--- src/rtl/vga_mem_arbiter.sv ---
// Arbitrates a single-port character memory between the VGA fetch path and a host port.
// Video reads take every 8th active pixel; the host is served in all other cycles.
module vga_mem_arbiter #(
    parameter int ADDR_W     = 13,
    parameter int DATA_W     = 8,
    parameter int BLANK_ONLY = 0
) (
    input  logic              clk,
    input  logic              rst_n,
    input  logic              display_on,
    input  logic [9:0]        hpos,
    input  logic [9:0]        vpos,
    input  logic              vsync,
    input  logic              host_req,
    input  logic              host_we,
    input  logic [ADDR_W-1:0] host_addr,
    input  logic [DATA_W-1:0] host_wdata,
    output logic              host_gnt,
    output logic              host_rvalid,
    output logic [DATA_W-1:0] host_rdata,
    output logic              mem_en,
    output logic              mem_we,
    output logic [ADDR_W-1:0] mem_addr,
    output logic [DATA_W-1:0] mem_wdata,
    input  logic [DATA_W-1:0] mem_rdata,
    output logic [DATA_W-1:0] vid_data,
    output logic              vid_valid,
    output logic [7:0]        frame_cnt
);

    typedef enum logic [1:0] {
        ST_IDLE    = 2'd0,
        ST_VID_RD  = 2'd1,
        ST_HOST_RD = 2'd2
    } state_t;

    state_t              state_r;
    logic                host_gnt_r;
    logic                host_rvalid_r;
    logic [DATA_W-1:0]   host_rdata_r;
    logic                mem_en_r;
    logic                mem_we_r;
    logic [ADDR_W-1:0]   mem_addr_r;
    logic [DATA_W-1:0]   mem_wdata_r;
    logic [DATA_W-1:0]   vid_data_r;
    logic                vid_valid_r;
    logic [7:0]          frame_cnt_r;
    logic                vsync_r;

    logic                vid_slot_s;
    logic                host_ok_s;
    logic                grant_s;
    logic [ADDR_W-1:0]   vid_addr_s;
    logic                unused_pos_s;

    // Slot detection, host eligibility and the 80-column cell address.
    always_comb begin
        vid_slot_s   = display_on & (hpos[2:0] == 3'd0);
        host_ok_s    = (BLANK_ONLY != 0) ? ~display_on : 1'b1;
        grant_s      = host_req & ~vid_slot_s & host_ok_s;
        vid_addr_s   = ADDR_W'({8'd0, vpos[8:3]} * 14'd80 + {7'd0, hpos[9:3]});
        unused_pos_s = ^{vpos[9], vpos[2:0]};
    end

    // Arbitration FSM: issues one memory access per cycle and captures read data
    // at the end of the cycle following the strobe (mem_rdata valid by then).
    always_ff @(posedge clk) begin
        if (!rst_n) begin
            state_r       <= ST_IDLE;
            host_gnt_r    <= 1'b0;
            host_rvalid_r <= 1'b0;
            host_rdata_r  <= {DATA_W{1'b0}};
            mem_en_r      <= 1'b0;
            mem_we_r      <= 1'b0;
            mem_addr_r    <= {ADDR_W{1'b0}};
            mem_wdata_r   <= {DATA_W{1'b0}};
            vid_data_r    <= {DATA_W{1'b0}};
            vid_valid_r   <= 1'b0;
        end else begin
            host_gnt_r    <= 1'b0;
            host_rvalid_r <= 1'b0;
            vid_valid_r   <= 1'b0;
            mem_en_r      <= 1'b0;
            mem_we_r      <= 1'b0;

            case (state_r)
                ST_VID_RD: begin
                    vid_data_r  <= mem_rdata;
                    vid_valid_r <= 1'b1;
                end
                ST_HOST_RD: begin
                    host_rdata_r  <= mem_rdata;
                    host_rvalid_r <= 1'b1;
                end
                ST_IDLE: begin
                end
                default: begin
                end
            endcase

            // Video wins the slot outright; host is served otherwise.
            if (vid_slot_s) begin
                mem_en_r   <= 1'b1;
                mem_addr_r <= vid_addr_s;
                state_r    <= ST_VID_RD;
            end else if (grant_s) begin
                host_gnt_r <= 1'b1;
                mem_en_r   <= 1'b1;
                mem_we_r   <= host_we;
                mem_addr_r <= host_addr;
                if (host_we) begin
                    mem_wdata_r <= host_wdata;
                    state_r     <= ST_IDLE;
                end else begin
                    state_r     <= ST_HOST_RD;
                end
            end else begin
                state_r <= ST_IDLE;
            end
        end
    end

    // Frame counter on registered vsync rising edge.
    always_ff @(posedge clk) begin
        if (!rst_n) begin
            vsync_r     <= 1'b0;
            frame_cnt_r <= 8'd0;
        end else begin
            vsync_r <= vsync;
            if (vsync & ~vsync_r) begin
                frame_cnt_r <= frame_cnt_r + 8'd1;
            end else begin
                frame_cnt_r <= frame_cnt_r;
            end
        end
    end

    assign host_gnt    = host_gnt_r;
    assign host_rvalid = host_rvalid_r;
    assign host_rdata  = host_rdata_r;
    assign mem_en      = mem_en_r;
    assign mem_we      = mem_we_r;
    assign mem_addr    = mem_addr_r;
    assign mem_wdata   = mem_wdata_r;
    assign vid_data    = vid_data_r;
    assign vid_valid   = vid_valid_r;
    assign frame_cnt   = frame_cnt_r;

endmodule

--- config.mk ---
export PLATFORM = sky130hd
export DESIGN_NAME = vga_mem_arbiter
export DESIGN_NICKNAME = d
export VERILOG_FILES = /design/src/rtl/vga_mem_arbiter.sv
export SDC_FILE = /design/constraint.sdc
export NUM_CORES = 1
export LEC_CHECK = 0
export BUFFER_PORTS_ARGS = -buffer_cell sky130_fd_sc_hd__clkbuf_2
export CORE_ASPECT_RATIO = 1.2
export CORE_MARGIN = 2
export CORE_UTILIZATION = 47
export CTS_CLUSTER_DIAMETER = 40
export CTS_CLUSTER_SIZE = 20
export DETAILED_ROUTE_END_ITERATION = 6
export PLACE_DENSITY = 0.8
export RECOVER_POWER = 50
export SETUP_SLACK_MARGIN = 0.05
export SKIP_CTS_REPAIR_TIMING = 1
export SLEW_MARGIN = 20
export SYNTH_ARGS = -nofsm -noshare
export SYNTH_HDL_FRONTEND = slang
export SYNTH_SLANG_ARGS = --single-unit
--- constraint.sdc ---
create_clock -name clk -period 2.8 [get_ports clk]
set_clock_uncertainty 0.2 [all_clocks]
set_input_delay 0.14 -clock clk [delete_from_list [all_inputs] [get_ports clk]]
set_output_delay 0.14 -clock clk [all_outputs]
set_load 0.03 [all_outputs]
# [Word level (Yosys, flattened, before mapping)]
# Index checks and enable logic that the tools add are counted.
[op_classes] addsub=2 n_mul=1 eq_ne=2 muxes=9 bitwise_logic=7 n_reduce_logical=5
[ops] operator="$mux W13" n=2
[ops] operator="$add A13 B7 Y13" n=1
[ops] operator="$mul A6 B3 Y9 const B" n=1
[ops] operator="$add A8 B1 Y8 const B" n=1
[ops] operator="$mux W1" n=6
[ops] operator="$not A1 Y1" n=4
[ops] operator="$and A1 B1 Y1" n=3
[ops] operator="$logic_not A3 Y1" n=1
[ops] operator="$reduce_and A3 Y1" n=1
[ops] operator="$reduce_or A3 Y1" n=1
[ops] operator="$eq A2 B1 Y1 const B" n=1
[ops] operator="$eq A2 B2 Y1 const B" n=1
[ops] operator="$mux W2" n=1
[ops] operator="$reduce_bool A2 Y1" n=1
[ops] operator="$reduce_or A2 Y1" n=1
[totals] register_bits=53 word_cells=39

# [Depth between registers and ports, before layout]
[depth] ltp_word=6 mapped_depth=8

# [Worst setup path before layout]
# Ideal clock, no wire load.
[synth_timing] path_kind="input to register" start="in vpos[4]" end="reg mem_addr_r[11], in the netlist mem_addr[11]" setup_ns=0.159 arrival_ns=1.786 required_time_ns=2.441 setup_slack_ns=0.655 cell_stages=8 path_cell_list="ha_1 -> ha_1 -> fa_1 -> xor2_1 -> nand3_1 -> nor4_1 -> xnor2_1 -> a21oi_1"
[synth_via] elab_chain_len=3
[synth_lines] item="start: declaration" line_no="12" rtl="input logic [9:0] vpos,"
[synth_lines] item="$mul A6 B3 Y9" line_no="61" rtl="vid_addr_s = ADDR_W'({8'd0, vpos[8:3]} * 14'd80 + {7'd0, hpos[9:3]});"
[synth_lines] item="$add A13 B7 Y13" line_no="61"
[synth_lines] item="$mux W13" line_no="102" rtl="if (vid_slot_s) begin"
[synth_lines] item="end signal: assignment" line_no="75" rtl="mem_addr_r <= {ADDR_W{1'b0}};"
[synth_lines] item="end signal: assignment" line_no="104" rtl="mem_addr_r <= vid_addr_s;"
[synth_lines] item="end signal: assignment" line_no="110" rtl="mem_addr_r <= host_addr;"
[synth_lines] item="end: declaration" line_no="43" rtl="logic [ADDR_W-1:0] mem_addr_r;"
# No other way between the ends.
# A chain may end at the register's enable or synchronous reset.

# [Final worst setup path]
[layout_timing] start="in vpos[8]" end="reg mem_addr_r[11], in the netlist mem_addr[11]"
# Same word-level chain as after synthesis.

==> impl_metrics.tcl <==
set metrics [dict create \
    status "finished, violations left" \
    violations "hold timing" \
    drc 0 \
    antenna_cells 0 \
    drt_iter0_markers 98 \
    cts_buffers 5 \
    crit_type "in -> reg" \
    synth_area_mm2 0.00233 \
    rows 28 \
    wl_per_cell_um 13.2 \
    comb_power_share 0.199 \
    required_ns 2.80 \
    synth.avg_cell_area_um2 9.09 \
    p_leak_nw 1.41 \
    fin_util 0.659 \
    report.final.slew_viol_count 0 \
    ios 105 \
    port_buffers 100 \
    stdcell_area_mm2 0.00319 \
    die_y_um 81.1 \
    wirelength_um 5790 \
    synth_cells 256 \
    clock_path_buffers 2 \
    grt_setup_unrepaired "no" \
    cts_tree "done" \
    ys_ff_latch 53 \
    grtUsageTotal 0.183 \
    cp.arrival_ns 2.41 \
    powerDensity_mw_per_mm2 519 \
    post-route-min-period_ns 2.41 \
    startpoint_type "input port" \
    dp.cells 404 \
    slew_headroom 0.362 \
    yosys_warnings 0 \
    antenna_found_initial 0 \
    ant_nets 0 \
    p_sw_uw 462 \
    cts-root-buf "clkbuf_8" \
    vias 2204 \
    die_area_mm2 0.00553 \
    htree_levels 2 \
    yosysSeqAreaShare 0.456 \
    drt-vias-per-instance 5.01 \
    core_mm2 0.00483 \
    final_cells 440 \
    worstMarginPinSlew_ns 0.957 \
    die_w_um 68.2 \
    grt_pass1_vias 1857 \
    clock_sinks 53 \
    hold_slack_ns -0.0252 \
    internal_power_mw 1.19 \
    place_area_mm2 0.00286 \
    fmax_ghz 0.416 \
    timing.max_cap.violations 0 \
    setup-violations-final 0 \
    seqPwrFrac 0.485 \
    grt_max_degree 31 \
    hold_violations 5 \
    worst_skew_pair.late_latency_ns 0.31 \
    ir_drop_mv 0.249 \
    layout.nets 448 \
    area_growth_pct 36.9 \
    fin_tns_setup_ns 0 \
    pwr-share-clk 0.316 \
    crit_path_end_kind "flop" \
    hp-class "in -> reg" \
    ys_types 31 \
    dp_hpwl_um 3940 \
    crit_path_max_fanout 4 \
    grt_first_pass_wirelength_um 7730 \
    timing.final.crit_share 0.859 \
    p_sw_frac 0.279 \
    overflow 0 \
    synth_fp_nets 325 \
    cts.clk_slew.worst_paths_ns 0.10 \
    drive_above_1_share 0.171 \
    initial_core_util 0.481 \
    gp_congestion 0.745 \
    first_pass_iters 5 \
]
## critical path, stage by stage
cell and delay [ns]:
dlygate4sd3_1 0.54, clkbuf_2 0.13, ha_1 0.28, ha_1 0.36, a21oi_1 0.18, a21oi_1 0.13
nor4_1 0.39, xnor2_1 0.16, a21oi_1 0.09
## layer usage
layer / up-vias / part of all wire / global-route usage
met5: - / 0 / 0
met4: 0 / 0.017 / 0.0820
met3: 9 / 0.047 / 0.0443
met2: 68 / 0.55 / 0.344
met1: 1009 / 0.39 / 0.186
li1: 1118 / - / -
## area by class of cell
type	instances	area (µm²)
multi-input cells	186	1190
repair buffers	131	738
clock inverters	3	43.8
fillers	437	1650
well taps	60	75.1
clock buffers	5	68.8
inverters	2	7.51
flip-flops and latches	53	1060
## cell usage after synthesis, drive strengths merged
library cell,number,area share
and2,1,0.0027
nor2b,3,0.0081
xnor2,6,0.023
nand3,4,0.0086
nand2b,2,0.0054
dfxtp,53,0.46
and3,3,0.0081
a211oi,9,0.029
clkbuf,11,0.018
mux2,4,0.019
or3,2,0.0054
or4b,1,0.0043
xor2,7,0.026
a31oi,1,0.0027
nor4b,1,0.0038
o21ai,5,0.011
ha,12,0.065
o211ai,1,0.0032
inv,2,0.0032
a21o,3,0.0097
nor4,1,0.0027
fa,2,0.017
nor2,32,0.052
buf,4,0.011
a21oi,25,0.054
mux2i,18,0.077
and2b,1,0.0032
nand2,38,0.061
nand4,4,0.011
## through the flow
step,setup WS (ns),power [mW],hold WS [ns]
after global placement,0.443,1.12,0.123
after floorplan,0.655,1.03,0.0116
after CTS,0.732,1.64,-0.213
final,0.395,1.66,-0.0252
after detailed placement,0.394,1.12,0.125
after global routing,0.225,1.73,0.00273
## final timing paths
path | slack (ns) | startpoint | to | cells past startpoint
min | -0.03 | host_addr[0] | mem_addr[0] | 3
max | 0.39 | vpos[8] | mem_addr[11] | 9
max reg2reg | 1.19 | vsync_r | frame_cnt[7] | 4
min reg2reg | 0.26 | host_rdata[5] | host_rdata[5] | 2
## placed cells by master, fill, tap and decap left out, drive strengths merged, types with 4 or more instances in the layout
cell	synthesis	layout
a211oi	9	9
a21oi	25	25
clkbuf	11	106
dfxtp	53	53
dlygate4sd3	0	28
ha	12	12
mux2	4	4
mux2i	18	18
nand2	38	38
nand3	4	4
nand4	4	4
nor2	32	32
o21ai	5	5
xnor2	6	6
xor2	7	7
## power by group through the flow
stage	clock [mW]	sequential (mW)	combinational, mW
2_1_floorplan	0	0.878	0.148
3_3_place_gp	0	0.818	0.297
3_5_place_dp	0	0.820	0.303
4_1_cts	0.533	0.802	0.305
5_1_grt	0.564	0.807	0.363
6_report	0.522	0.803	0.330
## flip-flops by register name (all words and copies together), names as in the netlist
name	flops
mem_addr	13
frame_cnt	8
host_rdata	8
mem_wdata	8
vid_data	8
state_r	2
host_gnt	1
host_rvalid	1
mem_en	1
mem_we	1
vid_valid	1
vsync_r	1
## kinds of logic (layout without fill, tap and decap cells)
group | after synthesis | in the layout | synth area share
adders and majority gates | 14 | 14 | 0.0817
buffers and inverters | 17 | 141 | 0.0317
xor gates and xnor gates | 13 | 13 | 0.0489
AOI/OAI and AO/OA | 44 | 44 | 0.109
and+or+nand+nor | 93 | 93 | 0.176
muxes | 22 | 22 | 0.0968
DFF | 53 | 53 | 0.456
(Power assumes the default switching activity.)
